### src/rtl/fw_cfg_shift_ctrl.sv
// Configuration shift-chain sequencer: streams a word-addressed pattern into a DUT
// scan chain on a divided clock, captures the chain output, then pulses the load strobe.
module fw_cfg_shift_ctrl #(
  parameter int CFG_BITS    = 256,
  parameter int CLK_DIV     = 4,
  parameter int LOAD_CYCLES = 4
) (
  input  logic        fw_clk,
  input  logic        fw_rst,
  input  logic        start,
  input  logic        wr_en,
  input  logic [7:0]  wr_addr,
  input  logic [31:0] wr_data,
  input  logic [7:0]  rd_addr,
  output logic [31:0] rd_data,
  output logic        busy,
  output logic        done,
  output logic [13:0] bit_cnt,
  output logic        fw_config_clk,
  output logic        fw_config_in,
  output logic        fw_config_load,
  input  logic        fw_config_out
);

  localparam int NUM_WORDS = (CFG_BITS + 31) / 32;
  localparam int AW        = (NUM_WORDS > 1) ? $clog2(NUM_WORDS) : 1;
  localparam int DEPTH     = 1 << AW;
  localparam int DIV_MAX   = (CLK_DIV > LOAD_CYCLES) ? CLK_DIV : LOAD_CYCLES;
  localparam int DW        = (DIV_MAX > 1) ? $clog2(DIV_MAX) : 1;
  localparam int TAIL      = CFG_BITS - 32 * (NUM_WORDS - 1);

  localparam logic [DW-1:0] CLK_LAST  = DW'(CLK_DIV - 1);
  localparam logic [DW-1:0] LOAD_LAST = DW'(LOAD_CYCLES - 1);
  localparam logic [13:0]   LAST_BIT  = 14'(CFG_BITS - 1);
  localparam logic [8:0]    WORDS_9   = 9'(NUM_WORDS);
  localparam logic [8:0]    LAST_W_9  = 9'(NUM_WORDS - 1);
  localparam logic [31:0]   TAIL_MASK = (TAIL == 32) ? 32'hFFFF_FFFF : ((32'd1 << TAIL) - 32'd1);

  typedef enum logic [1:0] {S_IDLE, S_LOW, S_HIGH, S_LOAD_WAIT} state_t;

  state_t         state_reg, state_next;
  logic [DW-1:0]  div_reg, div_next;
  logic [13:0]    bit_cnt_reg, bit_cnt_next;
  logic           done_reg, done_next;
  logic           cfg_clk_reg, cfg_load_reg, busy_reg;
  logic           cap_we;
  logic [31:0]    pat_q_reg;
  logic [31:0]    rd_data_reg;

  logic [31:0]    pat_mem [DEPTH];
  logic [31:0]    cap_mem [DEPTH];

  logic [AW-1:0]  pat_raddr;
  logic [AW-1:0]  cap_waddr;
  logic           pat_we;
  logic           rd_in_range;
  logic [31:0]    rd_mask;

  always_comb begin
    state_next   = state_reg;
    div_next     = div_reg;
    bit_cnt_next = bit_cnt_reg;
    done_next    = 1'b0;
    cap_we       = 1'b0;
    case (state_reg)
      S_IDLE: begin
        if (start) begin
          state_next   = S_LOW;
          div_next     = '0;
          bit_cnt_next = '0;
        end
      end
      S_LOW: begin
        if (div_reg == CLK_LAST) begin
          cap_we     = 1'b1;
          state_next = S_HIGH;
          div_next   = '0;
        end else begin
          div_next = div_reg + 1'b1;
        end
      end
      S_HIGH: begin
        if (div_reg == CLK_LAST) begin
          div_next = '0;
          if (bit_cnt_reg == LAST_BIT) begin
            state_next = S_LOAD_WAIT;
          end else begin
            bit_cnt_next = bit_cnt_reg + 14'd1;
            state_next   = S_LOW;
          end
        end else begin
          div_next = div_reg + 1'b1;
        end
      end
      S_LOAD_WAIT: begin
        if (div_reg == LOAD_LAST) begin
          state_next   = S_IDLE;
          div_next     = '0;
          bit_cnt_next = '0;
          done_next    = 1'b1;
        end else begin
          div_next = div_reg + 1'b1;
        end
      end
      default: state_next = S_IDLE;
    endcase
  end

  // Pin-level strobes are registered from the next state so they never glitch.
  always_ff @(posedge fw_clk) begin
    if (fw_rst) begin
      state_reg    <= S_IDLE;
      div_reg      <= '0;
      bit_cnt_reg  <= '0;
      done_reg     <= 1'b0;
      cfg_clk_reg  <= 1'b0;
      cfg_load_reg <= 1'b1;
      busy_reg     <= 1'b0;
    end else begin
      state_reg    <= state_next;
      div_reg      <= div_next;
      bit_cnt_reg  <= bit_cnt_next;
      done_reg     <= done_next;
      cfg_clk_reg  <= (state_next == S_HIGH);
      cfg_load_reg <= (state_next == S_IDLE);
      busy_reg     <= (state_next != S_IDLE);
    end
  end

  // The read address follows the next bit index, so the word holding the bit being
  // shifted is always present; at start this returns the word as it was before the edge.
  assign pat_raddr = bit_cnt_next[AW+4:5];
  assign pat_we    = wr_en && !fw_rst && (state_reg == S_IDLE) && ({1'b0, wr_addr} < WORDS_9);

  always_ff @(posedge fw_clk) begin
    if (pat_we) begin
      pat_mem[wr_addr[AW-1:0]] <= wr_data;
    end
    pat_q_reg <= pat_mem[pat_raddr];
  end

  assign cap_waddr = bit_cnt_reg[AW+4:5];

  always_ff @(posedge fw_clk) begin
    if (cap_we && !fw_rst) begin
      cap_mem[cap_waddr][bit_cnt_reg[4:0]] <= fw_config_out;
    end
  end

  // Capture bits beyond the chain are never written, so they are masked on readback.
  assign rd_in_range = ({1'b0, rd_addr} < WORDS_9);
  assign rd_mask     = ({1'b0, rd_addr} == LAST_W_9) ? TAIL_MASK : 32'hFFFF_FFFF;

  always_ff @(posedge fw_clk) begin
    if (fw_rst) begin
      rd_data_reg <= '0;
    end else if (rd_in_range) begin
      rd_data_reg <= cap_mem[rd_addr[AW-1:0]] & rd_mask;
    end else begin
      rd_data_reg <= '0;
    end
  end

  assign rd_data        = rd_data_reg;
  assign busy           = busy_reg;
  assign done           = done_reg;
  assign bit_cnt        = bit_cnt_reg;
  assign fw_config_clk  = cfg_clk_reg;
  assign fw_config_load = cfg_load_reg;
  assign fw_config_in   = ((state_reg == S_LOW) || (state_reg == S_HIGH)) ?
                          pat_q_reg[bit_cnt_reg[4:0]] : 1'b0;

endmodule

### config.mk
export PLATFORM = sky130hd
export DESIGN_NAME = fw_cfg_shift_ctrl
export DESIGN_NICKNAME = d
export VERILOG_FILES = /design/src/rtl/fw_cfg_shift_ctrl.sv
export SDC_FILE = /design/constraint.sdc
export NUM_CORES = 1
export LEC_CHECK = 0
export ABC_AREA = 1
export CAP_MARGIN = 30
export CORE_UTILIZATION = 40
export CTS_BUF_LIST = sky130_fd_sc_hd__clkbuf_4 sky130_fd_sc_hd__clkbuf_8
export DETAILED_ROUTE_END_ITERATION = 10
export GPL_TIMING_DRIVEN = 0
export PLACE_DENSITY = 0.66
export SYNTH_ARGS = -nofsm -noshare
export SYNTH_HDL_FRONTEND = slang
export SYNTH_SLANG_ARGS = --single-unit
### constraint.sdc
create_clock -name fw_clk -period 6.8 [get_ports fw_clk]
set_clock_uncertainty 0.05 [all_clocks]
set_input_delay 2.04 -clock fw_clk [delete_from_list [all_inputs] [get_ports fw_clk]]
set_output_delay 2.04 -clock fw_clk [all_outputs]
set_load 0.03 [all_outputs]
==> impl_metrics.env, run 1 <==
export IMPL_synthToLayoutAreaGrowth_pct=18.51
export IMPL_synth_main_ff_cell="edfxtp_1"
export IMPL_fin_crit_sh=0.9666
export IMPL_nFillCells=5336
export IMPL_ys_ff_latch=598
export IMPL_final_util=0.4830
export IMPL_rsz0062_at_grt="no"
export IMPL_io_pins=104
export IMPL_grt_pass1_vias=17444
export IMPL_max_freq_mhz=152.1
export IMPL_maxSlewViolCount=0
export IMPL_holdWs_ns=0.4190
export IMPL_synth_top_area_frac=0.6356
export IMPL_core_mm2=0.05935
export IMPL_p_total_mw=7.597
export IMPL_rows=89
export IMPL_layout_setup_ws_ns=0.2269
export IMPL_combPwrFrac=0.036
export IMPL_clkSinkCount=598
export IMPL_port_buffers=102
export IMPL_ys_types=35
export IMPL_nets=2476
export IMPL_fin_crit_ns=6.573
export IMPL_slowest_delay_ns=0.81
export IMPL_startpoint="bit_cnt[0]"
export IMPL_die_x_um=247.9
export IMPL_drv_cap=0
export IMPL_drtAntennaViolNets=0
export IMPL_via_per_inst=5.482
export IMPL_path_cells="clkbuf_1, clkinv_1, clkbuf_1, o21ai_0, o22ai_1, a22o_1, nor2_1, a21boi_0, clkdlybuf4s50_1"
export IMPL_die_h_um=247.9
export IMPL_ir_worst_vdd_mv=0.1644
export IMPL_synthArstFlopShare=0
export IMPL_initial_core_util=0.4076
export IMPL_p_per_area_mw_per_mm2=265.0
export IMPL_crit_type="reg -> out"
export IMPL_p_leak_nw=9.660
export IMPL_grt_max_degree=152
export IMPL_status="finished, final reports clean"
export IMPL_fin_tns_setup_ns=0
export IMPL_wl_per_cell_um=20.24
export IMPL_critPathSlowestCell="clkdlybuf4s50_1"
export IMPL_swShare=0.2157
export IMPL_drt_pass1_iter_count=6
export IMPL_cts_max_level=3
export IMPL_synth_net_count=2243
export IMPL_reg2reg_depth=9
export IMPL_placed_area_mm2=0.02656
export IMPL_r2r_start="bit_cnt[0]"
export IMPL_final_area_mm2=0.02867
export IMPL_power_frac_clock=0.439
export IMPL_path_max_fanout=11
export IMPL_gp_congestion=0.8923
export IMPL_die_area_mm2=0.06146
export IMPL_critPathMostFrequentCell="clkbuf_1"
export IMPL_tightest_slew_ns=0.9979
export IMPL_cts_made_buffers=98
export IMPL_hpwl_mm=43.09
export IMPL_antenna_cells=0
export IMPL_drive_gt1_frac=0.1085
export IMPL_clk_path_buf_depth=3
export IMPL_drc=0
export IMPL_min_path_type="reg -> reg"
export IMPL_ys_seq_area_frac=0.7068
export IMPL_fin_cells=3270
export IMPL_cp_start_kind="flip-flop"
export IMPL_syn_inst=2180
export IMPL_synth_edf_count=512
export IMPL_routed_wl_mm=66.19
export IMPL_final_hold_viol_count=0
export IMPL_pre_cts_slack_ns=1.123
export IMPL_avgSynthCellArea_um2=11.10
export IMPL_vias=17926
export IMPL_grt_ovfl_total=0
export IMPL_reg2reg_to="cap_mem[3][20]"
export IMPL_cts_tree="built"
export IMPL_synth_area_mm2=0.02419
export IMPL_drt_first_iter_violations=1987
export IMPL_cp_end_kind="output port"
export IMPL_maxSlewHeadroom=0.3347
export IMPL_antenna_found_initial=3
export IMPL_ff2ff_setup_slack_ns=3.42
export IMPL_hold_buffers=0
export IMPL_cts_resized=0
export IMPL_dp_cells=3086
export IMPL_ys_warn_count=0
export IMPL_clk_latency_ns=0.70
export IMPL_cts_reportedPaths_clkPinSlew_ns=0.06
export IMPL_synth_area_leaders="edfxtp_1 (64%), nor2_1 (7.8%), dfxtp_1 (7.1%)"
export IMPL_clockRootBuffer="clkbuf_8"
export IMPL_p_seq_frac=0.525
export IMPL_critPathRequiredTime_ns=4.71
export IMPL_multi_input_area_mm2=0.006347
export IMPL_p_int_mw=5.959
export IMPL_p_switching_mw=1.638
export IMPL_synth_top_area_cell="edfxtp_1"
export IMPL_grt_total_usage=0.2169
export IMPL_seqCellArea_mm2=0.01710
export IMPL_setup_violations_final=0
export IMPL_grt_pass1_wl_mm=100.7
export IMPL_worstPathArrival_ns=4.48
export IMPL_endpoint="fw_config_in"
export IMPL_postCtsSetupBuffers=0
[cell usage after synthesis, types with 2 or more instances]
library cell	count
or4_1	2
xor2_1	5
buf_4	10
o22ai_1	39
edfxtp_1	512
buf_1	9
o21ai_0	180
inv_2	2
clkinv_1	4
nand2_2	4
nand2_1	232
inv_1	36
a31oi_1	34
nor2_1	505
buf_2	37
a21oi_1	8
ha_1	10
nand4_1	3
dfxtp_1	86
nand3_1	334
a22o_1	4
clkbuf_1	89
nor3_1	22
o221ai_1	2
[worst max-delay path, delay by kind of cell, from the launching register on]
kind	cells	cell delay, ns
simple gates	1	0.04
buf+inv	4	1.97
flops	1	0.42
compound gates	4	1.35
[power by group through the flow]
stage	Sequential [mW]	Clock (mW)	Combinational [mW]
after floorplan	4.07	0	0.114
after CTS	3.99	3.38	0.267
final	3.99	3.34	0.270
after detailed placement	4.07	0	0.267
after global routing	3.99	3.55	0.293
after global placement	4.08	0	0.256
[layer usage]
| layer | wire length [um] | GRT usage | vias to the layer above |
|---|---|---|---|
| li1 | - | - | 8191 |
| met1 | 26040 | 0.2745 | 8645 |
| met2 | 32050 | 0.3639 | 926 |
| met3 | 6130 | 0.04898 | 158 |
| met4 | 1932 | 0.07705 | 6 |
| met5 | 40 | 0 | - |
[cell families after synthesis]
kind of cell / Yosys count / synth area share
compound gates: 274 / 0.06212
xor+xnor: 5 / 0.001810
simple gates: 1106 / 0.1916
fa+ha+maj: 10 / 0.005173
flops: 598 / 0.7068
buf+inv: 187 / 0.03248
[final cells by class]
type                            instances  area share
Inverter                               42    0.005500
Tap cell                              773     0.03374
Multi-Input combinational cell       1395      0.2214
Sequential cell                       598      0.5964
Buffer                                145     0.02191
Clock inverter                         37     0.01183
Clock buffer                          147     0.06163
Timing Repair Buffer                  133     0.04758
[worst min-delay path by stage]
stage                from          to  slack, ns  cells past startpoint
2_1_floorplan  div_reg[1]  div_reg[1]       0.39                      2
4_1_cts        div_reg[1]  div_reg[1]       0.42                      2
5_1_grt        div_reg[1]  div_reg[1]       0.46                      2
3_5_place_dp   div_reg[1]  div_reg[1]       0.41                      2
6_report       div_reg[1]  div_reg[1]       0.42                      2
3_3_place_gp   div_reg[1]  div_reg[1]       0.40                      2
[cells in the final DEF, fill, tap and decap left out, drive strengths merged]
master	n
inv	40
clkbuf	236
nor3	23
clkinvlp	3
clkinv	30
o31ai	1
ha	10
a22o	4
a31oi	34
clkdlybuf4s50	101
or2	1
bufinv	6
o22ai	39
edfxtp	512
xor2	5
nand2	236
a211oi	1
or4	2
nor4	1
nand3	334
o21ai	182
a21boi	1
nor2	506
o221ai	2
a21oi	9
nand4	3
buf	88
dfxtp	86
o211ai	1
Power figures use the tool's default switching activity.
==> run 2, diff against run 1 <==
--- a/config.mk
+++ b/config.mk
@@ -12,6 +12,7 @@
 export DETAILED_ROUTE_END_ITERATION = 10
 export GPL_TIMING_DRIVEN = 0
 export PLACE_DENSITY = 0.66
+export SETUP_SLACK_MARGIN = 0.02
 export SYNTH_ARGS = -nofsm -noshare
 export SYNTH_HDL_FRONTEND = slang
 export SYNTH_SLANG_ARGS = --single-unit
==> results of run 2 <==
Final layout, timing and power as in run 1 (identical DEF).
==> edit 1 (settings of run 2) <==
Put one more register stage on the output `bit_cnt`, cleared by the reset. The value now appears one clock later. The other outputs are not delayed to match.
--- a/src/rtl/fw_cfg_shift_ctrl.sv
+++ b/src/rtl/fw_cfg_shift_ctrl.sv
@@ -165,5 +165,11 @@
   assign busy           = busy_reg;
   assign done           = done_reg;
-  assign bit_cnt        = bit_cnt_reg;
+  always_ff @(posedge fw_clk) begin
+    if (fw_rst) begin
+      bit_cnt <= '0;
+    end else begin
+      bit_cnt <= bit_cnt_reg;
+    end
+  end
   assign fw_config_clk  = cfg_clk_reg;
   assign fw_config_load = cfg_load_reg;
Behaviour: not the same (a bounded check fails within 10 cycles, from zero or initial values and one cycle with fw_rst high).
==> edit 1 against run 2 <==
Wire length decreased by 0.68%. Global-route usage down 0.71 points. Sequential cell count increased by 14. Via count shrank 0.32%. Non-clock buffer count is 3 lower. Synthesized area grew 1.4%. Power up 0.41%. Design area grew 1.0%. Sequential power is 2% higher. Cell count increased by 1.1%. Setup slack gained 0.29 ns. Critical endpoint unchanged. Largest power group unchanged.
==> edit 1: results (changes against run 2) <==
- Status: completed
- Root Driver: clkbuf_8
- First-pass GRT wire length: 100.0 mm (-0.69%)
- GP Congestion: 0.8859 (-0.72%)
- Worst vdd ir: 183.4 uV (+12%)
- Gr usage total: 20.98% (-0.71 points)
- Kind of cell adding the most delay to the critical path: buffers and inverters
- Antenna violations before repair: 1 (-2)
- Vias in the first global route: 17340 (-0.62%)
- Met3 wire length: 6.415 mm (+4.6%)
- Hold Crit Class: flip-flop to flip-flop
- HPWL after DPL: 42.67 mm (-0.99%)
- Layout cells sized above 1: 10.15% (-0.70 points)
- Total number of vias: 17870 (-0.32%)
- Seq/Total Area, Yosys: 70.85% (+0.17 points)
- CTS clk-pin slew, worst paths: 0.06 ns (about the same)
- TritonCTS buffer count: 97 (-1.0%)
- Critical path's slowest cell: clkdlybuf4s50_1
- Dominant synthesized flop cell: edfxtp_1
- Slew margin rel.: 28.89% (-4.6 points)
- Cells on Worst Hold Path: 2 (unchanged)
- Async SR Flop Fraction: 0% (unchanged)
- Worst Reg-to-Reg Cells: 9 (unchanged)
- Nets: 2502 (+1.1%)
- Post-synth EDFFs: 512 (unchanged)
- CP max stage delay: 0.80 ns
- Post-Place Setup Slack: 1.347 ns (+0.2237 ns)
- Post-synth top cells: nor2_1 (520), edfxtp_1 (512), nand3_1 (336), nand2_1 (228), o21ai_0 (178)
- Crit path arrival time: 4.20 ns (-0.28 ns)
- Synthesized Nets: 2273 (+1.3%)
- Largest net degree at the start of global routing: 176 (+16%)
- DRT met1 WL: 25.79 mm (-0.95%)
- H-tree Lvls: 3 (unchanged)
- CTS Buffer Depth: 3 (unchanged)
- Crit-path max FO: 11 (unchanged)
- Synth cell types: 34 (-2.9%)
- Area contributors post-synth: edfxtp_1 (63%), dfxtp_1 (8.2%), nor2_1 (8.0%)
- Synth warn: 0 (unchanged)
- Initial DRT Pass Iterations: 6 (unchanged)
- Highest metal used: met5
- Leak Pwr: 9.702 nW (+0.44%)
- Port Buffers: 102 (unchanged)
- Routed wire length: 65.73 mm (-0.68%)
- Initial DRC Count: 1970 (-0.86%)
- Met2 WL: 31.91 mm (-0.42%)
- Post-CTS setup buffer count: 0 (unchanged)
- FILL cells: 5391 (+1.0%)
- PostCTS Resize Cnt: 0 (unchanged)
- Clk_lat worst skew: 0.72 ns (+0.02 ns)
[edit 1: cell count changes in the layout (fill, tap and decap cells not counted), sizes merged, moves of 3 or more]
cell	run 2	this run
a21oi	9	12
buf	88	84
clkbuf	236	231
clkinv	30	36
dfxtp	86	100
nand2	236	231
nor2	506	521
nor3	23	26
[edit 1: power by group]
| group | leakage [nW] | internal, mW | total, mW | switching, mW |
|---|---|---|---|---|
| Sequential | 5.42 | 4.06 | 4.07 | 0.00349 |
| Clock | 1.08 | 1.85 | 3.30 | 1.45 |
| Combinational | 3.20 | 0.0761 | 0.256 | 0.180 |
[edit 1: kinds of logic (layout without fill, tap and decap cells)]
logic type               after synthesis  count (layout)  synth area share (%)
XOR/XNOR                               3               3                0.1072
adder cells (fa/ha/maj)               10              10                0.5102
flip-flops                           612             612                 70.85
buffers and inverters                191             503                 3.301
AO/OA/AOI/OAI                        274             274                 6.112
other                                  0               2                     0
AND/OR/NAND/NOR                     1120            1120                 19.12
[edit 1: metrics by stage]
stage | instance area (sq um) | setup TNS, ns | power (mW) | util (%) | cells
after floorplan | 24530 | 0 | 4.259 | - | 2210
after global placement | 26530 | -784.85 | 4.403 | 43.87 | 3094
after detailed placement | 26880 | 0 | 4.399 | 44.45 | 3121
after CTS | 28940 | 0 | 7.673 | 47.86 | 3303
after global routing | 28950 | 0 | 7.860 | 47.87 | 3304
final | 28950 | 0 | 7.628 | 47.88 | 3306
[edit 1: final timing paths]
kind,slack [ns],start,endpoint
max,0.51,bit_cnt_reg[0],fw_config_in
min,0.43,bit_cnt_reg[13],bit_cnt[13]
max reg2reg,3.65,bit_cnt_reg[0],cap_mem[3][22]
min reg2reg,0.43,bit_cnt_reg[13],bit_cnt[13]
[edit 1: area by class of cell]
type | instances | share of cell area, %
sequential | 612 | 60.02
multi-input combinational | 1407 | 22.04
clock buffer | 141 | 5.925
timing repair buffer | 130 | 4.629
tap | 782 | 3.380
buffer | 145 | 2.200
clock inverter | 41 | 1.197
inverter | 46 | 0.5964
antenna | 2 | 0.01729
[edit 1: metal layers]
layer | GRT usage [%] | vias up
li1 | - | 8267
met1 | 26.70 | 8561
met2 | 35.20 | 907
met3 | 4.819 | 132
met4 | 7.002 | 2
met5 | 0 | -
[edit 1: worst min-delay path, stage by stage (launching register included)]
cell     delay, ns
dfxtp_1       0.30
inv_1         0.08
nor2_1        0.04
==> edit 2 (settings of run 2) <==
Made on the original files. Change the parameter `LOAD_CYCLES` from 4 to 8.
--- a/src/rtl/fw_cfg_shift_ctrl.sv
+++ b/src/rtl/fw_cfg_shift_ctrl.sv
@@ -4,5 +4,5 @@
   parameter int CFG_BITS    = 256,
   parameter int CLK_DIV     = 4,
-  parameter int LOAD_CYCLES = 4
+  parameter int LOAD_CYCLES = 8
 ) (
   input  logic        fw_clk,
Function: no difference found for any inputs over 10 cycles, from zero or initial values and one cycle with fw_rst high; that may be too few to reach the edited logic, so the function may still have changed.
==> edit 2 against run 2 <==
Sequential cell count up 1. Setup slack better by 0.40 ns. Synthesized area up 0.59%. Count of clock-buffer cells in the layout up 14. Maximum frequency up 6.5%. Combinational power down 15%. Power down 1.5%. Design area up 0.44%. Hold slack better by 0.0050 ns. Wire length up 0.43%. Sequential power about the same. First-iteration DRC count up 2.9%. Critical path type unchanged. Critical endpoint unchanged. Largest power group unchanged. Highest routed layer unchanged.
==> edit 2: results (changes against run 2) <==
- Crit path time final: 6.170 ns (-0.4026 ns)
- Leak Pwr: 9.701 nW (+0.43%)
- Synth cell types: 37 (+5.7%)
- Worst Hold Launch: div_reg[1]
- Worst slew pin tran: 1.054 ns (+0.05589 ns)
- Synth warn: 0 (unchanged)
- Worst hold slack: 0.4240 ns (+0.005035 ns)
- GP Congestion: 0.8656 (-3.0%)
- Seq/Total Area, Yosys: 70.34% (-0.34 points)
- H-tree Lvls: 3 (unchanged)
- Root Driver: clkbuf_8
- Post-DP Area: 26710 sq um (+0.55%)
- Gr usage total: 21.40% (-0.29 points)
- Crit path arrival time: 4.08 ns (-0.40 ns)
- Max_cap viols: 0 (unchanged)
- Status: completed
- Post-synth EDFFs: 512 (unchanged)
- Met2 WL: 32.97 mm (+2.9%)
- Synthesized Nets: 2269 (+1.2%)
- Layout cells sized above 1: 10.92% (+0.064 points)
- TritonCTS buffer count: 98 (unchanged)
- Wire per inst: 20.14 um (-0.52%)
- First-pass GRT wire length: 101.8 mm (+1.0%)
- CTS Buffer Depth: 3 (unchanged)
- Initial DRC Count: 2044 (+2.9%)
- Final Hold Fails: 0 (unchanged)
- Post-synth top cells: edfxtp_1 (512), nor2_1 (505), nand3_1 (336), nand2_1 (239), o21ai_0 (180)
- Nets: 2499 (+0.93%)
- Met3 wire length: 5.608 mm (-8.5%)
- Hold Crit Class: flip-flop to flip-flop
- Post-Place Setup Slack: 1.401 ns (+0.2775 ns)
- DR vias/cell: 5.449 (-0.61%)
- DRT met1 WL: 25.99 mm (-0.18%)
- Vias in the first global route: 17980 (+3.1%)
- Post-CTS setup buffer count: 0 (unchanged)
- DR DRC count: 0 (unchanged)
- R2R setup slack: 3.32 ns (-0.10 ns)
- Dominant synthesized flop cell: edfxtp_1
- Largest net degree at the start of global routing: 154 (+1.3%)
- ANT cells: 0 (unchanged)
- Highest metal used: met5
- CTS clk-pin slew, worst paths: 0.06 ns (about the same)
- CP startpoint: bit_cnt[0]
- Worst vdd ir: 156.6 uV (-4.7%)
- Initial DRT Pass Iterations: 6 (unchanged)
- Port Buffers: 102 (unchanged)
- Async SR Flop Fraction: 0% (unchanged)
- Crit-path max FO: 10 (-1)
- PostCTS Resize Cnt: 0 (unchanged)
- Antenna violations before repair: 3 (unchanged)
- Clk_lat worst skew: 0.70 ns (about the same)
- Area contributors post-synth: edfxtp_1 (63%), nor2_1 (7.8%), dfxtp_1 (7.2%)
- HPWL after DPL: 43.79 mm (+1.6%)
## edit 2: cell count changes after synthesis, sizes merged, moves of 3 or more
cell,before,now
nand2,236,244
ha,10,13
a21oi,9,12
inv,38,49
buf,56,51
o22ai,39,36
clkbuf,89,94
## edit 2: stage by stage
stage          instances  util [%]
5_1_grt             3301     47.79
3_3_place_gp        3087     43.71
4_1_cts             3301     47.79
2_1_floorplan       2203         -
6_report            3301     47.79
3_5_place_dp        3115     44.33
## edit 2: final timing paths
kind | depth (start not counted) | end
max | 8 | fw_config_in
min | 2 | div_reg[1]
max reg2reg | 8 | cap_mem[3][6]
min reg2reg | 2 | div_reg[1]
## edit 2: per-layer routing
layer	track usage [%]	vias up
li1	-	8254
met1	26.63	8702
met2	37.02	878
met3	4.198	146
met4	7.666	6
met5	0	-
## edit 2: layout make-up
type                            instances  area [sq um]
Multi-Input combinational cell       1408          6437
Fill cell                            5354         31450
Tap cell                              782         978.4
Clock inverter                         25         181.4
Clock buffer                          161          1903
Buffer                                145         628.1
Sequential cell                       599         17120
Timing Repair Buffer                  130          1355
Inverter                               51         191.4
## edit 2: where the power goes
part           internal, mW  switching [mW]  leakage [nW]
clock                  1.85            1.42          1.12
combinational        0.0692           0.160          3.26
sequential             3.99         0.00239          5.31
## edit 2: cells by family after synthesis
logic type | count (synthesis) | synth area share, %
and+or+nand+nor | 1116 | 19.24
xor gates and xnor gates | 3 | 0.1080
DFF | 599 | 70.34
AOI/OAI and AO/OA | 276 | 6.278
buffers and inverters | 196 | 3.368
adders and majority gates | 13 | 0.6685
## edit 2: critical path, stage by stage, from the launching register on
cell and delay [ns]:
dfxtp_1 0.49, buf_2 0.33, clkbuf_1 0.56, o21ai_0 0.21
o22ai_1 0.36, a22o_1 0.20, nor2_1 0.04, a21oi_1 0.41
clkdlybuf4s50_1 0.77
